$ cat src/rtl/obi2ahbm_split_adapter.sv
// OBI v1.5 to AHB-Lite master adapter for the CV32E40P data port. Byte-enable
// patterns that are not naturally aligned are issued as several aligned AHB pieces.
module obi2ahbm_split_adapter #(
    parameter int   DATA_W           = 32,
    parameter int   ADDR_W           = 32,
    parameter logic HPROT_BUFFERABLE = 1'b0,
    parameter logic HPROT_CACHEABLE  = 1'b0
) (
    input  logic                hclk_i,
    input  logic                hresetn_i,
    output logic [ADDR_W-1:0]   haddr_o,
    output logic [2:0]          hburst_o,
    output logic                hmastlock_o,
    output logic [3:0]          hprot_o,
    output logic [2:0]          hsize_o,
    output logic [1:0]          htrans_o,
    output logic [DATA_W-1:0]   hwdata_o,
    output logic                hwrite_o,
    input  logic [DATA_W-1:0]   hrdata_i,
    input  logic                hready_i,
    input  logic                hresp_i,
    input  logic                data_req_i,
    output logic                data_gnt_o,
    output logic                data_rvalid_o,
    input  logic                data_we_i,
    input  logic [DATA_W/8-1:0] data_be_i,
    input  logic [ADDR_W-1:0]   data_addr_i,
    input  logic [DATA_W-1:0]   data_wdata_i,
    output logic [DATA_W-1:0]   data_rdata_o,
    output logic                data_err_o,
    input  logic                pending_dbus_xfer_i,
    input  logic                priv_mode_i
);

    localparam int NB = DATA_W / 8;
    localparam int LB = $clog2(NB);

    typedef enum logic {S_IDLE, S_DATA} state_t;

    state_t              state_q;
    logic [ADDR_W-1:LB]  addr_q;
    logic                we_q;
    logic [NB-1:0]       rem_q;
    logic [NB-1:0]       cur_q;
    logic [DATA_W-1:0]   wdata_q;
    logic [DATA_W-1:0]   merge_q;
    logic [ADDR_W-1:0]   haddr_q;
    logic [2:0]          hsize_q;
    logic                hwrite_q;
    logic [DATA_W-1:0]   hwdata_q;
    logic [3:0]          prot_q;

    logic                gnt;
    logic                issue;
    logic                rvalid;
    logic                err;
    logic [NB-1:0]       be_eff;
    logic [NB-1:0]       src_mask;
    logic [ADDR_W-1:LB]  src_addr;
    logic                src_we;
    logic [NB-1:0]       pc_mask;
    logic [LB-1:0]       pc_lsb;
    logic [2:0]          pc_size;
    logic [DATA_W-1:0]   rdata;

    // Greedy split: lowest remaining byte, widest naturally aligned fully-enabled run.
    function automatic void split_piece(input  logic [NB-1:0] m,
                                        output logic [NB-1:0] pm,
                                        output logic [LB-1:0] p_o,
                                        output logic [2:0]    k_o);
        int unsigned p;
        logic        found;
        logic [NB-1:0] wm;
        p     = 0;
        found = 1'b0;
        pm    = '0;
        k_o   = '0;
        for (int unsigned i = 0; i < NB; i++) begin
            if (!found && m[i]) begin
                p     = i;
                found = 1'b1;
            end
        end
        if (found) begin
            for (int unsigned k = 0; k <= LB; k++) begin
                wm = ({NB{1'b1}} >> (NB - (1 << k))) << p;
                if ((p % (1 << k)) == 0 && (p + (1 << k)) <= NB && (m & wm) == wm) begin
                    pm  = wm;
                    k_o = 3'(k);
                end
            end
        end
        p_o = p[LB-1:0];
    endfunction

    always_comb begin
        gnt      = 1'b0;
        issue    = 1'b0;
        rvalid   = 1'b0;
        err      = 1'b0;
        be_eff   = (data_be_i == '0) ? '1 : data_be_i;
        src_mask = be_eff;
        src_addr = data_addr_i[ADDR_W-1:LB];
        src_we   = data_we_i;
        case (state_q)
            S_IDLE: begin
                gnt   = data_req_i & hready_i & ~pending_dbus_xfer_i & hresetn_i;
                issue = gnt;
            end
            S_DATA: begin
                if (hready_i) begin
                    if (hresp_i) begin
                        rvalid = 1'b1;
                        err    = 1'b1;
                    end else if (rem_q != '0) begin
                        issue    = 1'b1;
                        src_mask = rem_q;
                        src_addr = addr_q;
                        src_we   = we_q;
                    end else begin
                        rvalid = 1'b1;
                        gnt    = data_req_i & ~pending_dbus_xfer_i & hresetn_i;
                        issue  = gnt;
                    end
                end
            end
            default: ;
        endcase
        split_piece(src_mask, pc_mask, pc_lsb, pc_size);
        rdata = merge_q;
        for (int unsigned i = 0; i < NB; i++) begin
            if (cur_q[i]) rdata[8*i +: 8] = hrdata_i[8*i +: 8];
        end
    end

    assign hburst_o      = 3'b000;
    assign hmastlock_o   = 1'b0;
    assign htrans_o      = issue ? 2'b10 : 2'b00;
    assign haddr_o       = issue ? {src_addr, pc_lsb} : haddr_q;
    assign hsize_o       = issue ? pc_size : hsize_q;
    assign hwrite_o      = issue ? src_we : hwrite_q;
    assign hprot_o       = gnt ? {HPROT_CACHEABLE, HPROT_BUFFERABLE, priv_mode_i, 1'b1} : prot_q;
    assign hwdata_o      = hwdata_q;
    assign data_gnt_o    = gnt;
    assign data_rvalid_o = rvalid;
    assign data_err_o    = err;
    assign data_rdata_o  = rdata;

    always_ff @(posedge hclk_i or negedge hresetn_i) begin
        if (!hresetn_i) begin
            state_q  <= S_IDLE;
            addr_q   <= '0;
            we_q     <= 1'b0;
            rem_q    <= '0;
            cur_q    <= '0;
            wdata_q  <= '0;
            merge_q  <= '0;
            haddr_q  <= '0;
            hsize_q  <= '0;
            hwrite_q <= 1'b0;
            hwdata_q <= '0;
            prot_q   <= {HPROT_CACHEABLE, HPROT_BUFFERABLE, 1'b1, 1'b1};
        end else begin
            if (issue) begin
                haddr_q  <= haddr_o;
                hsize_q  <= pc_size;
                hwrite_q <= src_we;
                hwdata_q <= gnt ? data_wdata_i : wdata_q;
                rem_q    <= src_mask & ~pc_mask;
                cur_q    <= pc_mask;
            end
            if (gnt) begin
                addr_q  <= data_addr_i[ADDR_W-1:LB];
                we_q    <= data_we_i;
                wdata_q <= data_wdata_i;
                prot_q  <= {HPROT_CACHEABLE, HPROT_BUFFERABLE, priv_mode_i, 1'b1};
                merge_q <= '0;
            end else if (state_q == S_DATA && hready_i && !hresp_i) begin
                merge_q <= rdata;
            end
            case (state_q)
                S_IDLE: if (gnt) state_q <= S_DATA;
                S_DATA: begin
                    if (hready_i) begin
                        if (hresp_i)            state_q <= S_IDLE;
                        else if (rem_q != '0)   state_q <= S_DATA;
                        else                    state_q <= gnt ? S_DATA : S_IDLE;
                    end
                end
                default: state_q <= S_IDLE;
            endcase
        end
    end

endmodule

$ cat config.mk
export PLATFORM = sky130hd
export DESIGN_NAME = obi2ahbm_split_adapter
export DESIGN_NICKNAME = d
export VERILOG_FILES = /design/src/rtl/obi2ahbm_split_adapter.sv
export SDC_FILE = /design/constraint.sdc
export NUM_CORES = 1
export LEC_CHECK = 0
export ABC_AREA = 0
export CAP_MARGIN = 20
export CORE_MARGIN = 2
export CORE_UTILIZATION = 36
export CTS_BUF_LIST = sky130_fd_sc_hd__clkbuf_8
export CTS_CLUSTER_DIAMETER = 100
export DETAILED_ROUTE_END_ITERATION = 8
export PLACE_DENSITY_LB_ADDON = 0.25
export SYNTH_ARGS = -nofsm -noshare
export SYNTH_HDL_FRONTEND = slang
export SYNTH_SLANG_ARGS = --single-unit
$ cat constraint.sdc
create_clock -name hclk_i -period 3.5 [get_ports hclk_i]
set_input_delay 0.525 -clock hclk_i [delete_from_list [all_inputs] [get_ports hclk_i]]
set_output_delay 0.525 -clock hclk_i [all_outputs]
set_load 0.05 [all_outputs]
==> results.md, run 1 <==
- Seq cells post-synth: 176
- Final hold vios: 0
- Footprint of the multi-input gates: 3073 um2
- Fin crit share: 0.9015
- WL final: 18640 um
- Largest fanout on the critical path: 5
- Vias/cell: 4.795
- Layout Skew: 12.43 ps
- Gr usage total: 0.1692
- Layout cell share with drive strength beyond 1: 0.1780
- Setup Fix Bufs, Post-CTS: 0
- H-tree depth: 4
- CTS sink cnt: 176
- Pins Over Slew Limit: 0
- Max VDD drop: 0.4652 mV
- Fmax: 0.3169 GHz
- Overflow after GRT: 0
- Post-Synthesis Cells: 712
- Initial antenna violation count: 0
- Port bufs: 213
- Final setup vio count: 0
- Total power: 10.64 mW
- RSZ-0062 raised after global routing: no
- Worst hold-check path type: in2async
- Power per standard cell area: 971.3 nW/um2
- Root Driver: clkbuf_8
- Status: finished clean
- Asr flop ratio synth: 1.000
- Crit path capture type: primary output
- Max-cap viol count: 0
- Main flop type after synthesis: dfrtp_1
- Mapped Area: 7794 um2
- FF+latch area: 4407 um2
- Die area: 22840 um2
- Max clock buf depth: 2
- Commonest non-fill, non-tap cell in the layout: dfrtp_1
- Vias in the first global route: 5668
- Post-route setup TNS: 0 ps
- Met2 Usage GRT: 0.2675
- Remaining DRCs: 0
- DR iter-0 viols: 174
- GP Congestion: 0.7407
- Critical Path RT: 2970 ps
- LEAKAGE: 4.821 nW
- Met1 usage: 0.2273
- Floorplan core area: 21150 um2
- Via count: 5764
- Die Width: 151.1 um
- TritonRoute pass-1 iters: 5
- WP data arrival: 2630 ps
- Top-Level Pins: 221
- Most frequent cells in the layout: dfrtp_1, clkdlybuf4s50_1, nand2_1
- Post_cts resized: 0
- Max-slew headroom: 0.4265
- WHS: 173.1 ps
- Netlist cell types: 41
- EDFF count, synth: 0
- Clk slew on worst S/H paths: 100 ps
- Slew at the pin closest to its max-slew limit: 860.3 ps
- Worst Path Class, Setup: reg2out
- First-pass GRT wire length: 30080 um
- Sequential-to-total area share from yosys stat: 0.5654
- Hold-fix buffers, CTS: 0
- Row count: 53
- Largest net degree at the start of global routing: 67
- CTS Buf Count: 17
- Synth Area per Inst: 10.95 um2
- Synth warnings: 0
- Height of the chip: 151.1 um
- Layout fillers: 1898
- GR Util met3: 0.05060
- CTS tree: done
- GR peak layer: met2
- P&R area growth vs syn: 40.50%
- Crit start category: flip-flop
- Dpl hpwl: 12490 um
- Diodes inserted: 0
- Wire per inst: 15.51 um
- Final ANT Viol Nets: 0
- Clk_lat worst skew: 450 ps
- Starting density of the core: 0.3684
- Final min period: 3155 ps
- Fin nets: 1022
-- worst max-delay path, stage by stage, from the launching register on --
cell and delay, ps:
dfrtp_1 410, or4_4 570, a211oi_1 370, o211a_1 280, and3_1 180, o31a_1 200, buf_12 160
-- logic make-up after synthesis --
family          count (synthesis)  share of synthesized area
simple gates                  268                     0.1442
flops                         176                     0.5654
mux                           129                     0.1853
compound gates                 85                    0.06052
buf+inv                        53                    0.04415
other cells                     1                  0.0004812
-- power breakdown --
| part | leakage [nW] | internal, mW | switching, mW |
|---|---|---|---|
| Combinational | 2.42 | 2.37 | 3.48 |
| Sequential | 2.18 | 2.85 | 0.392 |
| Clock | 0.221 | 0.761 | 0.788 |
-- registers in the layout (all words and copies together), names as in the netlist --
register,flops
addr_q,30
hwdata_o,32
we_q,1
wdata_q,32
rem_q,4
merge_q,32
haddr_q,32
cur_q,4
hsize_q,3
hwrite_q,1
prot_q,4
state_q,1
-- cells in the mapped netlist (5+ instances only) --
master | number | area [um2]
and2_1 | 5 | 31.28
mux2i_1 | 31 | 310.3
nand2_1 | 144 | 540.5
o21ai_0 | 63 | 315.3
buf_6 | 10 | 112.6
nor2_1 | 69 | 259.0
dfrtp_1 | 174 | 4354
clkbuf_1 | 21 | 78.83
mux2_4 | 8 | 120.1
a21oi_1 | 5 | 25.02
nor3_1 | 37 | 185.2
buf_4 | 9 | 67.56
mux2_1 | 33 | 371.6
mux2_2 | 57 | 641.9
buf_2 | 9 | 45.04
-- per-layer routing --
metal / vias up / wire length [um]
li1: 2806 / -
met1: 2816 / 8620
met2: 132 / 8563
met3: 10 / 1262
met4: 0 / 191
met5: - / 0
-- final timing paths --
kind                            start           end  slack (ps)  cells past startpoint
max                          rem_q[1]    hsize_o[0]         340                      6
min in group hclk_i        haddr_q[3]    haddr_q[3]         480                      2
min                         hresetn_i    haddr_q[6]         170                      2
max reg2reg                  rem_q[1]   hwdata_o[0]         860                      7
max in group asynchronous   hresetn_i  hwdata_o[11]        2000                      3
min reg2reg                haddr_q[3]    haddr_q[3]         480                      2
-- layout make-up --
cell class / count / share of cell area
Sequential cell: 176 / 0.4024
Tap cell: 275 / 0.03142
Inverter: 2 / 0.0009141
Multi-Input combinational cell: 487 / 0.2806
Clock buffer: 19 / 0.02388
Timing Repair Buffer: 230 / 0.2449
Clock inverter: 13 / 0.01588
-- metrics by stage --
| step | util | cells | area (um2) | setup WS [ps] |
|---|---|---|---|---|
| 6_report | 0.5177 | 1202 | 10950 | 344.8 |
| 3_5_place_dp | 0.4971 | 1170 | 10520 | 393.1 |
| 5_1_grt | 0.5177 | 1202 | 10950 | 172.5 |
| 3_3_place_gp | 0.4971 | 1170 | 10520 | 414.5 |
| 4_1_cts | 0.5177 | 1202 | 10950 | 293.8 |
| 2_1_floorplan | - | 716 | 7809 | 214.9 |
(Power assumes the default switching activity.)
==> run 2: changes to the inputs <==
--- a/config.mk
+++ b/config.mk
@@ -5,7 +5,7 @@
 export SDC_FILE = /design/constraint.sdc
 export NUM_CORES = 1
 export LEC_CHECK = 0
-export ABC_AREA = 0
+export ABC_AREA = 1
 export CAP_MARGIN = 20
 export CORE_MARGIN = 2
 export CORE_UTILIZATION = 36
==> results.md, run 2 <==
- Top cell type's share of synthesized area: 0.5254
- Top-Level Pins: 221
- Layout Skew: 21.72 ps
- Overflow after GRT: 0
- Status: finished clean
- First-pass GRT wire length: 34730 um
- Largest net degree at the start of global routing: 89
- Row count: 55
- Max clock buf depth: 2
- Dpl ws: 317.7 ps
- Clk slew on worst S/H paths: 100 ps
- H-tree depth: 4
- Vias/cell: 4.847
- CTS sink cnt: 176
- Asr flop ratio synth: 1.000
- Commonest non-fill, non-tap cell in the layout: nand2_1
- Synth Area per Inst: 8.404 um2
- DR iter-0 viols: 435
- LEAKAGE: 5.160 nW
- Die area: 24250 um2
- Worst reg2reg path depth: 8
- EDFF count, synth: 0
- Fin crit share: 0.9043
- Clk_lat worst skew: 460 ps
- Count leader, synth: nand2_1
- Fmax: 0.3159 GHz
- TritonRoute pass-1 iters: 4
- WL final: 21280 um
- Main flop type after synthesis: dfrtp_1
- Final min period: 3165 ps
- Remaining DRCs: 0
- Initial antenna violation count: 3
- Slew at the pin closest to its max-slew limit: 846.1 ps
- Critical Path RT: 2970 ps
- Post_cts resized: 0
- Floorplan core area: 22640 um2
- Crit start category: primary input
- Final ANT Viol Nets: 0
- Port bufs: 213
- Gr usage total: 0.1789
- Hold-fix buffers, CTS: 0
- Total power: 10.99 mW
- Worst hold-check path type: in2async
- Most frequent cells in the layout: nand2_1, dfrtp_1, clkdlybuf4s50_1
- Synth area leader: dfrtp_1
- Final hold vios: 0
- Vias in the first global route: 6884
- Sequential-to-total area share from yosys stat: 0.5318
- CTS tree: done
- Wire per inst: 14.50 um
- Synth warnings: 0
- RR Endpoint: hwdata_o[9]
- RSZ-0062 raised after global routing: no
- Dpl hpwl: 14010 um
- Final Worst Setup Slack: 334.9 ps
- Fin cells: 1467
- Root Driver: clkbuf_8
- Synth area leaders: dfrtp_1, nand2_1, nand3_1
- Height of the chip: 155.7 um
- Inst Count DP: 1435
- P&R area growth vs syn: 37.02%
- Crit path capture type: primary output
- Max-slew headroom: 0.4359
- Fin nets: 1277
- Leading cell types by count after synthesis: nand2_1, dfrtp_1, nand3_1
- Netlist cell types: 24
- Pins Over Slew Limit: 0
- Post-route setup TNS: 0 ps
- Max-cap viol count: 0
- Die Width: 155.7 um
- Starting density of the core: 0.3660
- Diodes inserted: 0
- Layout cell share with drive strength beyond 1: 0.1125
- Mapped Area: 8287 um2
- Seq cells post-synth: 176
- GP Congestion: 0.7771
- Max VDD drop: 0.4844 mV
- Setup Fix Bufs, Post-CTS: 0
- Reg2Reg Launch Point: rem_q[2]
- CTS Buf Count: 17
- Power per standard cell area: 967.7 nW/um2
- FF-to-FF setup slack: 1350 ps
- Final setup vio count: 0
- Worst Path Class, Setup: in2out
- Largest fanout on the critical path: 33
- Post-Synthesis Cells: 986
- WP data arrival: 2640 ps
- Via count: 7110
## run 2: cell count changes after synthesis, sizes merged, moves of 29 or more
cell,before,now
mux2,98,0
o21a,1,32
inv,2,80
nand2,144,297
or2,0,34
mux2i,31,0
o31ai,3,32
nand3,2,104
a31oi,0,61
nor3,37,1
## run 2: routing by layer
metal	share of wire	global-route usage	wire length, um
met1	0.45	0.2331	9662
met2	0.47	0.2925	9979
met3	0.063	0.05250	1351
met4	0.013	0.04718	267
met5	0.00075	0	16
## run 2: area by class of cell
| type | count | area [um2] |
|---|---|---|
| Multi-Input combinational cell | 663 | 3193 |
| Tap cell | 285 | 356.6 |
| Clock inverter | 15 | 162.7 |
| Sequential cell | 176 | 4407 |
| Inverter | 80 | 300.3 |
| Clock buffer | 17 | 234.0 |
| Timing Repair Buffer | 231 | 2701 |
| Fill cell | 2161 | 11290 |
## run 2: worst max-delay path by stage
| stage | from | endpoint | slack, ps | cells after the start |
|---|---|---|---|---|
| after floorplan | hready_i | haddr_o[1] | 520 | 8 |
| final | hready_i | haddr_o[31] | 330 | 10 |
| after CTS | hready_i | haddr_o[31] | 310 | 10 |
| after detailed placement | hready_i | haddr_o[31] | 320 | 10 |
| after global placement | hready_i | hsize_o[1] | 360 | 11 |
| after global routing | hready_i | haddr_o[11] | 130 | 10 |
## run 2: stage by stage
stage	instance area, um2	util	hold slack (ps)
3_3_place_gp	10960	0.4840	453.6
4_1_cts	11350	0.5015	221.8
2_1_floorplan	8302	-	229.4
5_1_grt	11350	0.5015	245.7
6_report	11350	0.5015	225.3
3_5_place_dp	10960	0.4840	458.8
## run 2: logic make-up (layout without fill, tap and decap cells)
logic type	count (synthesis)	in the layout	share of synthesized area
AOI/OAI and AO/OA	171	171	0.1321
DFF	176	176	0.5318
other	1	5	0.0004525
buffers and inverters	151	343	0.08682
and+or+nand+nor	487	487	0.2488
## run 2: critical path, cell delays in order
cell             delay [ps]
clkdlybuf4s50_1         480
inv_1                    70
nor3_2                  200
inv_1                    80
or2_1                   280
nand2_4                 240
buf_12                  220
nor2_1                   70
a31oi_1                 280
buf_12                  180
## run 2: power by group
group / internal [mW] / leakage (nW) / switching, mW
Clock: 0.645 / 0.191 / 0.802
Combinational: 2.38 / 2.83 / 3.72
Sequential: 2.97 / 2.14 / 0.473
Total: 5.99 / 5.16 / 5.00
==> run 3: changes to the inputs <==
--- a/config.mk
+++ b/config.mk
@@ -12,6 +12,7 @@
 export CTS_BUF_LIST = sky130_fd_sc_hd__clkbuf_8
 export CTS_CLUSTER_DIAMETER = 100
 export DETAILED_ROUTE_END_ITERATION = 8
+export GPL_TIMING_DRIVEN = 1
 export PLACE_DENSITY_LB_ADDON = 0.25
 export SYNTH_ARGS = -nofsm -noshare
 export SYNTH_HDL_FRONTEND = slang
==> results of run 3 <==
No change in the layout: final DEF, timing and power equal those of run 2.
